**src/rtl/bpsk_modulator_top.sv**
```systemverilog
`default_nettype none
// +----------------------------------------------------------------------------+
// | Module   : bpsk_modulator_top                                              |
// | Brief    : BPSK transmitter; NCO-addressed cosine LUT, per-bit sign flip.  |
// |            Option macro BPSK_MOD_DIFF_ENCODE_EN enables differential enc.  |
// | Revision : 1.0                                                            |
// +----------------------------------------------------------------------------+

`ifndef FIXDT_64_A_WIDTH
`define FIXDT_64_A_WIDTH 16
`endif
`ifndef CARRIER_SAMPLES_PER_PERIOD
`define CARRIER_SAMPLES_PER_PERIOD 64
`endif
`ifndef SAMPLING_FREQ
`define SAMPLING_FREQ 100000000
`endif
`ifndef CARRIER_FREQ
`define CARRIER_FREQ 6250000
`endif
`ifndef SAMPLES_PER_SYMBOL
`define SAMPLES_PER_SYMBOL 8
`endif

module bpsk_modulator_top #(
  parameter int SAMPLE_W   = `FIXDT_64_A_WIDTH,
  parameter int LUT_ADDR_W = $clog2(`CARRIER_SAMPLES_PER_PERIOD),
  parameter int PHASE_STEP = `CARRIER_SAMPLES_PER_PERIOD / (`SAMPLING_FREQ / `CARRIER_FREQ),
  parameter int SPS        = `SAMPLES_PER_SYMBOL
) (
  input  logic                       clk,
  input  logic                       rst,
  input  logic                       bit_in,
  input  logic                       bit_valid,
  output logic                       bit_ready,
  output logic [LUT_ADDR_W-1:0]      cosine_lu_angle_steps,
  input  logic signed [SAMPLE_W-1:0] cosine_lu_value,
  output logic signed [SAMPLE_W-1:0] data_out,
  output logic                       data_out_valid,
  output logic                       underrun
);

  localparam int CNT_W = (SPS > 1) ? $clog2(SPS) : 1;
  localparam logic [CNT_W-1:0]           C_LAST = CNT_W'(SPS - 1);
  localparam logic [LUT_ADDR_W-1:0]      C_STEP = LUT_ADDR_W'(PHASE_STEP);
  localparam logic signed [SAMPLE_W-1:0] C_MIN  = {1'b1, {(SAMPLE_W-1){1'b0}}};
  localparam logic signed [SAMPLE_W-1:0] C_MAX  = {1'b0, {(SAMPLE_W-1){1'b1}}};

  typedef enum logic [0:0] {
    S_IDLE = 1'b0,
    S_RUN  = 1'b1
  } state_t;

  state_t                     r_state;
  logic [CNT_W-1:0]           r_sym_cnt;
  logic                       r_sym_bit;
  logic                       r_underrun;
  logic [LUT_ADDR_W-1:0]      r_phase_acc;
  logic                       r_active1;
  logic                       r_sym_bit1;
  logic signed [SAMPLE_W-1:0] r_data_out;
  logic                       r_data_out_valid;

  logic                       w_last;
  logic                       w_ready;
  logic                       w_accept;
  logic                       w_tx_sym;
  logic signed [SAMPLE_W-1:0] w_neg;

  assign w_last   = (r_sym_cnt == C_LAST);
  assign w_ready  = !rst && ((r_state == S_IDLE) || ((r_state == S_RUN) && w_last));
  assign w_accept = bit_valid && w_ready;

`ifdef BPSK_MOD_DIFF_ENCODE_EN
  // Reference symbol survives idle gaps and underruns; only reset clears it.
  logic r_prev_symbol;

  assign w_tx_sym = bit_in ^ r_prev_symbol;

  always_ff @(posedge clk) begin
    if (rst) begin
      r_prev_symbol <= 1'b0;
    end else if (w_accept) begin
      r_prev_symbol <= w_tx_sym;
    end
  end
`else
  assign w_tx_sym = bit_in;
`endif

  always_ff @(posedge clk) begin
    if (rst) begin
      r_state    <= S_IDLE;
      r_sym_cnt  <= '0;
      r_sym_bit  <= 1'b0;
      r_underrun <= 1'b0;
    end else begin
      r_underrun <= 1'b0;
      case (r_state)
        S_IDLE: begin
          if (w_accept) begin
            r_state   <= S_RUN;
            r_sym_cnt <= '0;
            r_sym_bit <= w_tx_sym;
          end
        end
        S_RUN: begin
          if (w_last) begin
            r_sym_cnt <= '0;
            if (w_accept) begin
              r_sym_bit <= w_tx_sym;
            end else begin
              r_state    <= S_IDLE;
              r_underrun <= 1'b1;
            end
          end else begin
            r_sym_cnt <= r_sym_cnt + CNT_W'(1);
          end
        end
        default: begin
          r_state   <= S_IDLE;
          r_sym_cnt <= '0;
        end
      endcase
    end
  end

  // Free-running NCO keeps the carrier phase continuous across idle gaps.
  always_ff @(posedge clk) begin
    if (rst) begin
      r_phase_acc <= '0;
    end else begin
      r_phase_acc <= r_phase_acc + C_STEP;
    end
  end

  assign w_neg = (cosine_lu_value == C_MIN) ? C_MAX : -cosine_lu_value;

  // Stage 1 tracks the LUT's registered latency; stage 2 applies the sign.
  always_ff @(posedge clk) begin
    if (rst) begin
      r_active1        <= 1'b0;
      r_sym_bit1       <= 1'b0;
      r_data_out       <= '0;
      r_data_out_valid <= 1'b0;
    end else begin
      r_active1        <= (r_state == S_RUN);
      r_sym_bit1       <= r_sym_bit;
      r_data_out_valid <= r_active1;
      if (r_active1) begin
        r_data_out <= r_sym_bit1 ? w_neg : cosine_lu_value;
      end else begin
        r_data_out <= '0;
      end
    end
  end

  assign bit_ready             = w_ready;
  assign cosine_lu_angle_steps = r_phase_acc;
  assign data_out              = r_data_out;
  assign data_out_valid        = r_data_out_valid;
  assign underrun              = r_underrun;

endmodule

`default_nettype wire

```
**config.mk**
```make
export PLATFORM = sky130hd
export DESIGN_NAME = bpsk_modulator_top
export DESIGN_NICKNAME = d
export VERILOG_FILES = /design/src/rtl/bpsk_modulator_top.sv
export SDC_FILE = /design/constraint.sdc
export NUM_CORES = 1
export LEC_CHECK = 0
export ABC_AREA = 1
export BUFFER_PORTS_ARGS = -buffer_cell sky130_fd_sc_hd__buf_2
export CORE_MARGIN = 2
export CORE_UTILIZATION = 40
export DETAILED_ROUTE_END_ITERATION = 8
export GPL_ROUTABILITY_DRIVEN = 0
export PLACE_DENSITY = 0.7
export REMOVE_ABC_BUFFERS = 1
export SETUP_SLACK_MARGIN = 0.2
export SYNTH_ARGS = -nofsm -noshare
export SYNTH_HDL_FRONTEND = slang
export SYNTH_SLANG_ARGS = --single-unit
export TNS_END_PERCENT = 20
```
**constraint.sdc**
```tcl
create_clock -name clk -period 2.1 [get_ports clk]
set_clock_uncertainty 0.2 [all_clocks]
set_input_delay 0.21 -clock clk [delete_from_list [all_inputs] [get_ports clk]]
set_output_delay 0.21 -clock clk [all_outputs]
set_load 0.02 [all_outputs]
```
---- Word-level counts from Yosys, hierarchy flattened ----
Index checks and enable logic that the tools add are counted.
operators by class
  reduce and logical (&&, ||, !) cells .... 7
  bitwise gates (word level) .............. 3
  eq/ne operators ......................... 4
  mux-type cells .......................... 12
  $add $sub $neg .......................... 3
operators with widths
  kind                                                                     number
  16-bit two-way mux                                                       2
  16-bit equality test, second input constant                              1
  16-bit negation                                                          1
  6-bit by 3-bit adder with 6-bit output, second input constant            1
  3-bit two-way mux                                                        2
  3-bit case mux with 2 select lines                                       1
  1-bit two-way mux                                                        5
  1-bit case mux with 2 select lines                                       2
  3-bit by 1-bit adder with 3-bit output, second input constant            1
  3-bit equality test, second input constant                               1
  1-bit logical AND                                                        3
  1-bit inverter                                                           3
  3-bit OR reduction                                                       1
  2-bit by 1-bit inequality test with 1-bit output, second input constant  1
  2-bit inequality test, second input constant                             1
  2-bit OR reduction                                                       1
  1-bit logical NOT                                                        1
  1-bit logical OR                                                         1
word-level totals
  flip-flop bits (word level) ............. 31
  logic and storage cells ................. 38
  output and inout port bits .............. 25
  bits of input ports ..................... 20

---- Logic depth before layout (Yosys ltp) ----
  depth after elaboration ................. 8
  depth in mapped cells ................... 10
  gate-level depth less buffers ........... 10

---- Worst setup path before layout ----
OpenSTA, ideal clock, no wires.
  path kind ............................... flip-flop to flip-flop
  start ................................... reg r_sym_cnt[0]
  end ..................................... reg r_sym_bit
  library setup time ...................... 0.119 ns
  data required time ...................... 1.781 ns
  buffers on the path ..................... 0
  stages on the path, launching flop included .. 8
  setup slack ............................. 0.424 ns
  arrival ................................. 1.356 ns
  period minus slack after synthesis ...... 1.676 ns
  path through ............................ dfxtp_1 -> ha_1 -> ha_1 -> nor2_1 -> nor2_1 -> nand2_1 -> o21ai_0 -> a21oi_1
on the way
  word-level cells in the longest chain between the ends .. 8
  elaborated cells on any way between the ends .. 9
  those cells by class .................... eq/ne (2); mux (3); reduce/logical (4)
RTL lines
  item                                  line  text
  start, declared                       55    logic [CNT_W-1:0] r_sym_cnt;
  start signal, assigned                117   r_sym_cnt <= r_sym_cnt + CNT_W'(1);
  3-bit equality test *                 70    assign w_last = (r_sym_cnt == C_LAST);
  1-bit logical AND *                   71    assign w_ready = !rst && ((r_state == S_IDLE) || ((r_state == S_RUN) && w_last));
  1-bit logical OR *                    71
  1-bit logical AND *                   71
  named net bit_ready                   35    output logic bit_ready,
  1-bit logical AND *                   72    assign w_accept = bit_valid && w_ready;
  1-bit two-way mux *                   n/a
  1-bit two-way mux                     n/a
  1-bit case mux with 2 select lines *  n/a
  end signal, assigned                  104   r_sym_bit <= w_tx_sym;
  end signal, assigned                  111   r_sym_bit <= w_tx_sym;
  end, declared                         56    logic r_sym_bit;
The timed path passes the listed nets; every way through them passes the cells marked *. The select of a mux whose other input is x is not followed.
A chain may end at the register's enable or synchronous reset.

---- Worst setup path after layout ----
  start ................................... reg r_sym_cnt[0]
  end ..................................... out bit_ready
on the way
  word-level cells in the longest chain between the ends .. 4
RTL lines
  item                 line
  3-bit equality test  70
  1-bit logical AND    71
  1-bit logical OR     71
  1-bit logical AND    71
  end, declared        35
Every way passes these cells.

==> impl_metrics.ini <==
[yosys]
yosys_most_used_dff = dfxtp_1
ys_warn_count = 0
netlist_area_um2 = 1460
synth_edf_count = 0
synthDistinctLibCells = 27
synth.ff_latch_count = 29
yosysSeqAreaShare_pct = 39.9
syn-instance-count = 207
syn_area_per_cell_um2 = 7.04
ys_async_sr_fraction_pct = 0

[worst_setup_path]
required_ns = 1.69
cpMostUsedCell = ha_1
worstPathArrival_ns = 1.44
r2r_end = r_sym_cnt[1]
reg2reg_from = r_sym_cnt[0]
critPathLaunchType = flip-flop
critPathCapture = bit_ready
crit_chain = ha_1 -> ha_1 -> nor2_2 -> nor2_1 -> buf_4
critical_path.max_stage_delay_ns = 0.34
crit_fanout = 3
cp-end-kind = primary output
cp-startpoint = r_sym_cnt[0]
critPathKind = flip-flop to primary output
rrSetupSlack_ns = 0.56
r2r_cells = 7
critPathSlowestCell = dfxtp_2

[timing]
max_slew.worst_pin.slew_ns = 0.697
fin_setup_tns_ns = 0
timing.final.hold_violations = 0
fmax_ghz = 0.542
maxSlewViolCount = 0
fin_crit_sh_pct = 87.9
setup_viol = 0
finalCriticalPeriod_ns = 1.85
slew_headroom_pct = 53.2
rsz0062_at_grt = yes

[grt]
grt_pass1_vias = 1180
grt_usage_pct = 16.1
antenna_found_initial = 0
gr-total-overflow = 0
grt_pass1_wl_um = 5040
grt_max_degree = 18

[route]
ant_nets = 0
vias = 1427
via_per_inst = 4.68
firstDrtPassIters = 4
wl_um = 3090
wl_per_cell_um = 10.1
drc = 0
drt_first_iter_violations = 60

[power]
p_leak_nw = 1.03
power.total_mw = 1.24
vdd_ir_drop_max_uv = 365
power_density_nw_per_um2 = 668

[clock_network]
clkSinkCount = 29
clkTransAtPathRegs_ns = 0.11
insertion_delay_ns = 0.34
cts_setup_buffers = 0
cts_made_buffers = 5
cts-root-buf = clkbuf_4
cts_tree = done
cts_buffer_depth = 2
htreeDepth = 2

[job]
drv_cap = 0

[final_layout]
finalNetCount = 282
final_common_cell = nand2_1
antenna_cells = 0
most-common-layout-cells = nand2_1 (51), buf_2 (41), nor2_1 (30)
final_layout_size_suffix_gt1_share_pct = 27.4
fill_cells = 348
fin_cells = 305
syn_to_final_growth_pct = 27.8

[min_path]
hp-class = input pin to flip-flop

[die]
pin_count = 45
die_w_um = 64.3
fp-row-count = 21
dieArea_um2 = 4140
die-height_um = 64.3
start_util_pct = 42.6
core_area_um2 = 3420

[place]
hpwlAfterDp_um = 2190
place_inst = 291
port_buffers = 42

[outcome]
status = finished, final reports clean
worst max-delay path: cells and delay by family (launching register included):
| family | cells | cell delay [ns] |
|---|---|---|
| fa+ha+maj | 2 | 0.39 |
| simple gates | 2 | 0.21 |
| buf+inv | 1 | 0.16 |
| flops | 1 | 0.34 |
per-layer routing:
metal	vias up	GRT usage [%]	wire length, um
li1	745	-	-
met1	622	20.0	1420
met2	53	24.0	1400
met3	7	3.87	181
met4	0	11.7	87
met5	-	0	0
synth_stat cells, types with 3 or more instances:
master    n  area share [%]
nand3_2   4             2.7
ha_1      4             3.4
dfxtp_1  29              40
buf_4     3             1.5
o21ai_0   7             2.4
nor2_1   31             8.0
inv_1    27             7.0
nand3_1  15             5.2
nor2_2    3             1.3
nand2_1  51              13
a21oi_1   9             3.1
xor2_1    3             1.8
power breakdown:
part / internal [mW] / leakage [nW] / switching (mW)
Clock: 0.284 / 0.0455 / 0.201
Sequential: 0.570 / 0.237 / 0.00910
Combinational: 0.0687 / 0.750 / 0.109
Total: 0.923 / 1.03 / 0.320
worst min-delay path by stage:
stage                         from  slack [ns]                  endpoint  cells after the start
2_1_floorplan                  rst        0.08  cosine_lu_angle_steps[3]                      1
3_3_place_gp             bit_valid        0.22                  underrun                      2
3_5_place_dp             bit_valid        0.22                  underrun                      2
4_1_cts         cosine_lu_value[2]       0.002               data_out[2]                      3
5_1_grt        cosine_lu_value[14]        0.04              data_out[14]                      5
6_report        cosine_lu_value[2]        0.01               data_out[2]                      3
logic make-up after synthesis:
logic type	after synthesis	synth area share, %
flip-flops	29	39.9
other	1	0.257
AND/OR/NAND/NOR	115	36.3
adder cells (fa/ha/maj)	4	3.44
XOR/XNOR	5	3.01
AO/OA/AOI/OAI	18	6.61
buffers and inverters	35	10.5
metrics by stage:
step / hold slack (ns) / worst slack [ns] / area (um2) / util, %
final: 0.00950 / 0.255 / 1860 / 54.5
after global routing: 0.0359 / 0.173 / 1860 / 54.5
after CTS: 0.00203 / 0.214 / 1830 / 53.5
after detailed placement: 0.222 / 0.443 / 1690 / 49.5
after global placement: 0.219 / 0.476 / 1690 / 49.5
after floorplan: 0.0812 / 0.424 / 1420 / -
sequential cells by signal, indices dropped and copies added (netlist names):
| register | count |
|---|---|
| r_sym_cnt | 3 |
| r_sym_bit | 1 |
| r_state | 1 |
| r_active1 | 1 |
| cosine_lu_angle_steps | 4 |
| data_out_valid | 1 |
| r_sym_bit1 | 1 |
| underrun | 1 |
| data_out | 16 |
layout make-up:
class / count / area (um2) / area share (%)
tap: 46 / 57.6 / 3.09
clock buffer: 7 / 55.1 / 2.96
inverter: 29 / 109 / 5.85
timing repair buffer: 48 / 270 / 14.5
clock inverter: 1 / 30.0 / 1.61
sequential: 29 / 582 / 31.2
multi-input combinational: 145 / 758 / 40.7
timing repair:
action | 4_1_cts | 5_1_grt
hold buffers | 5 | 0
endpoints found under the hold margin | 11 | 0
endpoints found under the setup margin | 0 | 15
resized for setup | 0 | 6
Note: power is estimated with default switching activity, not from simulation.
